$ cat config.mk
export PLATFORM = sky130hd
export DESIGN_NAME = my_serial_subtractor
export DESIGN_NICKNAME = d
export VERILOG_FILES = /design/src/rtl/my_sub_pkg.sv /design/src/rtl/my_full_subtractor.sv /design/src/rtl/my_serial_subtractor.sv
export SDC_FILE = /design/constraint.sdc
export NUM_CORES = 1
export LEC_CHECK = 0
export ABC_AREA = 0
export CAP_MARGIN = 10
export CELL_PAD_IN_SITES_DETAIL_PLACEMENT = 1
export CELL_PAD_IN_SITES_GLOBAL_PLACEMENT = 1
export CORE_AREA = 2 2 73 61
export DETAILED_ROUTE_END_ITERATION = 8
export DIE_AREA = 0 0 75 63
export DONT_BUFFER_PORTS = 1
export PLACE_DENSITY = 0.78
export SYNTH_ARGS = -nofsm -noshare
export SYNTH_HDL_FRONTEND = slang
export SYNTH_HIERARCHICAL = 1
export SYNTH_SLANG_ARGS = --single-unit
$ cat constraint.sdc
create_clock -name clk_i -period 1.5 [get_ports clk_i]
set_clock_uncertainty 0.15 [all_clocks]
set_input_delay 0.15 -clock clk_i [delete_from_list [all_inputs] [get_ports clk_i]]
set_output_delay 0.15 -clock clk_i [all_outputs]
set_load 0.05 [all_outputs]
$ cat src/rtl/my_sub_pkg.sv
// my_sub_pkg: shared types and constants for the bit-serial subtractor.
//   state_e        : controller states (IDLE, SHIFT, DONE)
//   WIDTH_DEFAULT  : default operand/result width
//   cnt_width()    : bit counter width for a given operand width
package my_sub_pkg;

  localparam int unsigned WIDTH_DEFAULT = 8;

  typedef enum logic [1:0] {
    IDLE  = 2'd0,
    SHIFT = 2'd1,
    DONE  = 2'd2
  } state_e;

  // Counter only has to hold 0..w-1; keep at least one bit.
  function automatic int unsigned cnt_width(input int unsigned w);
    return (w <= 2) ? 1 : $clog2(w);
  endfunction

endpackage

$ cat src/rtl/my_full_subtractor.sv
// my_full_subtractor: combinational one-bit full subtractor (x - y - bin).
// Optional feature macro: SERIAL_SUB_POS_CHECK_EN adds the product-of-sums forms.
// Ports:
//   x_i, y_i, bin_i     : minuend bit, subtrahend bit, borrow in
//   d_o, bout_o         : difference and borrow out, sum-of-products form
//   d_pos_o, bout_pos_o : same results in product-of-sums form (macro only)
module my_full_subtractor (
  input  logic x_i,
  input  logic y_i,
  input  logic bin_i,
`ifdef SERIAL_SUB_POS_CHECK_EN
  output logic d_pos_o,
  output logic bout_pos_o,
`endif
  output logic d_o,
  output logic bout_o
);

  assign d_o    = x_i ^ y_i ^ bin_i;
  assign bout_o = (~x_i & y_i) | (~(x_i ^ y_i) & bin_i);

`ifdef SERIAL_SUB_POS_CHECK_EN
  assign d_pos_o = (x_i | y_i | bin_i) & (x_i | ~y_i | ~bin_i) &
                   (~x_i | y_i | ~bin_i) & (~x_i | ~y_i | bin_i);
  // Borrow is 0 only for xyb in {000, 100, 101, 110}; minimal POS cover.
  assign bout_pos_o = (y_i | bin_i) & (~x_i | y_i) & (~x_i | bin_i);
`endif

endmodule

$ cat src/rtl/my_serial_subtractor.sv
// my_serial_subtractor: bit-serial unsigned subtractor, diff = a - b mod 2^WIDTH,
// LSB first, one bit per clock through a single full-subtractor cell.
// Optional feature macro: SERIAL_SUB_POS_CHECK_EN (SOP/POS cross-check flag).
// Ports:
//   clk_i, rst_i (sync, active high)
//   start_i, a_i, b_i   : request and operands, captured when start is accepted
//   busy_o              : high while bits are shifted
//   done_o              : one-cycle pulse, result valid
//   diff_o, borrow_out_o: result, held until the next accepted start
//   pos_mismatch_o      : sticky SOP/POS disagreement (macro only)
module my_serial_subtractor
  import my_sub_pkg::*;
#(
  parameter int unsigned WIDTH = WIDTH_DEFAULT
) (
  input  logic             clk_i,
  input  logic             rst_i,
  input  logic             start_i,
  input  logic [WIDTH-1:0] a_i,
  input  logic [WIDTH-1:0] b_i,
  output logic             busy_o,
  output logic             done_o,
  output logic [WIDTH-1:0] diff_o,
`ifdef SERIAL_SUB_POS_CHECK_EN
  output logic             pos_mismatch_o,
`endif
  output logic             borrow_out_o
);

  localparam int unsigned    CW   = cnt_width(WIDTH);
  localparam logic [CW-1:0]  LAST = CW'(WIDTH - 1);

  state_e           state_q, state_d;
  logic [WIDTH-1:0] a_sr_q, a_sr_d, b_sr_q, b_sr_d, res_q, res_d;
  logic [WIDTH-1:0] diff_q, diff_d;
  logic [CW-1:0]    cnt_q, cnt_d;
  logic             bor_q, bor_d, bo_q, bo_d;
  logic             busy_q, done_q;
  logic             cell_d, cell_bout, accept;

`ifdef SERIAL_SUB_POS_CHECK_EN
  logic cell_d_pos, cell_bout_pos, mis_q, mis_d;
`endif

  my_full_subtractor u_cell (
    .x_i        (a_sr_q[0]),
    .y_i        (b_sr_q[0]),
    .bin_i      (bor_q),
`ifdef SERIAL_SUB_POS_CHECK_EN
    .d_pos_o    (cell_d_pos),
    .bout_pos_o (cell_bout_pos),
`endif
    .d_o        (cell_d),
    .bout_o     (cell_bout)
  );

  always_comb begin
    state_d = state_q;
    a_sr_d  = a_sr_q;
    b_sr_d  = b_sr_q;
    res_d   = res_q;
    bor_d   = bor_q;
    cnt_d   = cnt_q;
    diff_d  = diff_q;
    bo_d    = bo_q;
    accept  = 1'b0;
`ifdef SERIAL_SUB_POS_CHECK_EN
    mis_d   = mis_q;
`endif

    case (state_q)
      IDLE:  accept = start_i;
      SHIFT: begin
        a_sr_d = a_sr_q >> 1;
        b_sr_d = b_sr_q >> 1;
        res_d  = {cell_d, res_q[WIDTH-1:1]};
        bor_d  = cell_bout;
`ifdef SERIAL_SUB_POS_CHECK_EN
        if ((cell_d != cell_d_pos) || (cell_bout != cell_bout_pos)) mis_d = 1'b1;
`endif
        if (cnt_q == LAST) begin
          // Counter is left at LAST so it never wraps inside an operation.
          state_d = DONE;
          diff_d  = res_d;
          bo_d    = cell_bout;
        end else begin
          cnt_d = cnt_q + 1'b1;
        end
      end
      DONE: begin
        accept  = start_i;
        state_d = IDLE;
      end
      default: state_d = IDLE;
    endcase

    if (accept) begin
      state_d = SHIFT;
      a_sr_d  = a_i;
      b_sr_d  = b_i;
      res_d   = '0;
      bor_d   = 1'b0;
      cnt_d   = '0;
      diff_d  = '0;
      bo_d    = 1'b0;
`ifdef SERIAL_SUB_POS_CHECK_EN
      mis_d   = 1'b0;
`endif
    end
  end

  always_ff @(posedge clk_i) begin
    if (rst_i) begin
      state_q <= IDLE;
      a_sr_q  <= '0;
      b_sr_q  <= '0;
      res_q   <= '0;
      bor_q   <= 1'b0;
      cnt_q   <= '0;
      diff_q  <= '0;
      bo_q    <= 1'b0;
      busy_q  <= 1'b0;
      done_q  <= 1'b0;
`ifdef SERIAL_SUB_POS_CHECK_EN
      mis_q   <= 1'b0;
`endif
    end else begin
      state_q <= state_d;
      a_sr_q  <= a_sr_d;
      b_sr_q  <= b_sr_d;
      res_q   <= res_d;
      bor_q   <= bor_d;
      cnt_q   <= cnt_d;
      diff_q  <= diff_d;
      bo_q    <= bo_d;
      busy_q  <= (state_d == SHIFT);
      done_q  <= (state_d == DONE);
`ifdef SERIAL_SUB_POS_CHECK_EN
      mis_q   <= mis_d;
`endif
    end
  end

  assign busy_o       = busy_q;
  assign done_o       = done_q;
  assign diff_o       = diff_q;
  assign borrow_out_o = bo_q;
`ifdef SERIAL_SUB_POS_CHECK_EN
  assign pos_mismatch_o = mis_q;
`endif

endmodule

==> flow_summary_export.csv <==
group,metric,value,unit
route,wl_per_cell,16.7,um
finish,final_nets,232,
route,wirelength,4.47,mm
logic_synthesis,synthCells,185,
critical_path,path_delay_family,"adder cells",
logic_synthesis,yosysWarnings,6,
status,outcome,"finished clean",
cts,clock_path_buffers,2,
global_routing,grt-ovfl-total,0,
critical_path,required,1530,ps
cts,cts_buffers,5,
route,firstDrtPassIters,4,
critical_path,crit_chain,"ha_2, ha_4, nor3b_4, xnor2_1, nor2_1",
logic_synthesis,synth_edf_count,0,
timing,finalSetupViolCount,0,
timing,whs,8.66,ps
logic_synthesis,syn_area_per_cell,8.60,um2
logic_synthesis,ys_seq_area_frac,0.503,
floorplan,row_count,21,
critical_path,critPathBufInv,0,
place,gp_congestion,0.704,
logic_synthesis,synth.most_common_cell,"dfxtp_1",
critical_path,cp_max_fo,5,
logic_synthesis,synth_top_area_frac,0.503,
logic_synthesis,synth_common_cells,"40 x dfxtp_1, 38 x nand2_1, 21 x a21oi_1",
global_routing,grt_pass1_wl,7.17,mm
cts,clock-sinks,40,
logic_synthesis,yosysTopAreaCell,"dfxtp_1",
place,port_buffers,0,
global_routing,antenna_found_initial,0,
route,viasPerCell,5.29,
cts,clkLatencyLatePin,300,ps
floorplan,core,4020,um2
finish,insertedDiodeCount,0,
critical_path,worstPathArrival,1470,ps
route,drc,0,
critical_path,critPathMaxStageDelay,330,ps
cts,cts_tree,"built",
job,drv_cap,0,
place,place_hpwl,2.67,mm
power_and_ir_drop,power_density,1120,nW/um2
logic_synthesis,synth_fp_nets,207,
cts,postCtsSetupBuffers,0,
logic_synthesis,dominantRegCellSynth,"dfxtp_1",
finish,final_util,0.514,
floorplan,die-width,75,um
timing,period_share,0.961,
timing,max_slew_margin,0.427,
global_routing,grt_pass1_vias,1495,
cts,cts_root_buf,"clkbuf_8",
critical_path,startpoint_type,"flop",
cts,htree_levels,2,
timing,tightest_slew,857,ps
logic_synthesis,synth_cell_type_count,26,
critical_path,end_kind,"flop",
floorplan,ioPinCount,30,
logic_synthesis,netlist_area,1590,um2
critical_path,crit_slowest_cell,"dfxtp_2",
timing,maxSlewViolCount,0,
floorplan,die_h,63,um
cts,clkTransAtPathRegs,80,ps
critical_path,worstSetupPathType,"flop to flop",
hold_path,min_path_type,"input port to flop",
timing,fin_crit,1440,ps
timing,max_freq,693,MHz
route,dr_total_vias,1417,
logic_synthesis,async_reset_ff_frac,0,
global_routing,grt_max_degree,22,
power_and_ir_drop,ir_worst_vdd,663,uV
logic_synthesis,synth_area_leaders,"dfxtp_1 50%, nand2_1 9.0%, a21oi_1 6.6%",
finish,drive_gt1_frac,0.185,
timing,finalHoldViolations,0,
floorplan,die-area,4730,um2
floorplan,start_util,0.396,
route,drt_iter0_drc,66,
logic_synthesis,synth-seq-cells,40,
route,ant_nets,0,
finish,area_growth,29.7,%
power_and_ir_drop,total_leakage_power,0.740,nW
global_routing,grt_usage,0.206,
-- flip-flops by register name, summed over array words and instances (netlist names) --
register / cells
diff_o: 8
bor_q: 1
a_sr_q: 8
busy_o: 1
res_q: 7
b_sr_q: 8
borrow_out_o: 1
cnt_q: 3
state_q: 2
done_o: 1
-- layout make-up --
type	count	area, um2
fill	473	1960
inverter	3	11.3
sequential	40	805
multi-input combinational	126	724
clock buffer	6	72.6
clock inverter	2	35.0
timing repair buffer	34	345
tap	57	71.3
-- routing by layer --
metal	vias up	part of all wire	GRT usage	routed length, um
met2	32	0.51	0.334	2280
met5	-	0	0	0
met3	13	0.050	0.0710	223
met4	0	0.033	0.0714	146
met1	691	0.41	0.250	1820
li1	681	-	-	-
-- power by group --
part           internal, W  switching, W
registers          0.00111     0.0000404
logic             0.000133      0.000157
clock network     0.000494      0.000387
total              0.00174      0.000584
-- cells by family after synthesis --
| group | synth area share |
|---|---|
| AND/OR/NAND/NOR | 0.233 |
| flip-flops | 0.503 |
| AO/OA/AOI/OAI | 0.154 |
| buffers and inverters | 0.0629 |
| adder cells (fa/ha/maj) | 0.0283 |
| multiplexers | 0.0126 |
| XOR/XNOR | 0.00550 |
-- worst reg2reg max path, delay by kind of cell (launching register included) --
kind | cells | cell delay, ps
XOR/XNOR | 1 | 150
flip-flops | 1 | 330
AND/OR/NAND/NOR | 2 | 330
adder cells (fa/ha/maj) | 2 | 370
-- path summary, 6_finish.rpt --
path / startpoint / endpoint / slack [ps] / depth (start not counted)
worst max register to register: cnt_q[0] / cnt_q[0] / 60 / 5
worst max-delay path: cnt_q[0] / cnt_q[0] / 60 / 5
worst min register to register: diff_o[4] / diff_o[4] / 310 / 2
worst min-delay path: b_i[4] / b_sr_q[4] / 9 / 2
-- through the flow --
step	TNS, ps	cell area (um2)	std cells	worst slack, ps	power, W
after floorplan	0	1590	185	59.6	0.00134
after global placement	0	1760	244	30.9	0.00138
after detailed placement	-151	1760	244	-76.5	0.00140
after CTS	0	2040	268	21.8	0.00231
after global routing	-10.9	2060	268	-10.9	0.00242
final	0	2060	268	57.8	0.00232
-- cells in the final DEF (no fill, tap or decap), types with 2 or more instances in the layout --
cell type / instances
a21oi_1: 20
nand2_1: 38
o21ai_0: 2
dfxtp_1: 37
a22oi_1: 2
buf_12: 4
a311oi_2: 4
clkbuf_8: 5
o22ai_1: 6
nand2b_1: 3
nor2_1: 12
inv_1: 3
dlygate4sd3_1: 16
dfxtp_2: 3
nand3_1: 11
mux2i_1: 2
nor3_1: 14
buf_4: 14
a311oi_1: 2
-- what timing repair did --
action                                 in CTS  in global routing
hold buffers                               16                  0
pin swaps                                   1                  2
endpoints found under the hold margin      20                  0
cloned                                      0                  0
setup endpoints to repair                   7                 36
resized for setup                           2                  8
No activity file was read; power rests on OpenSTA's default activity.
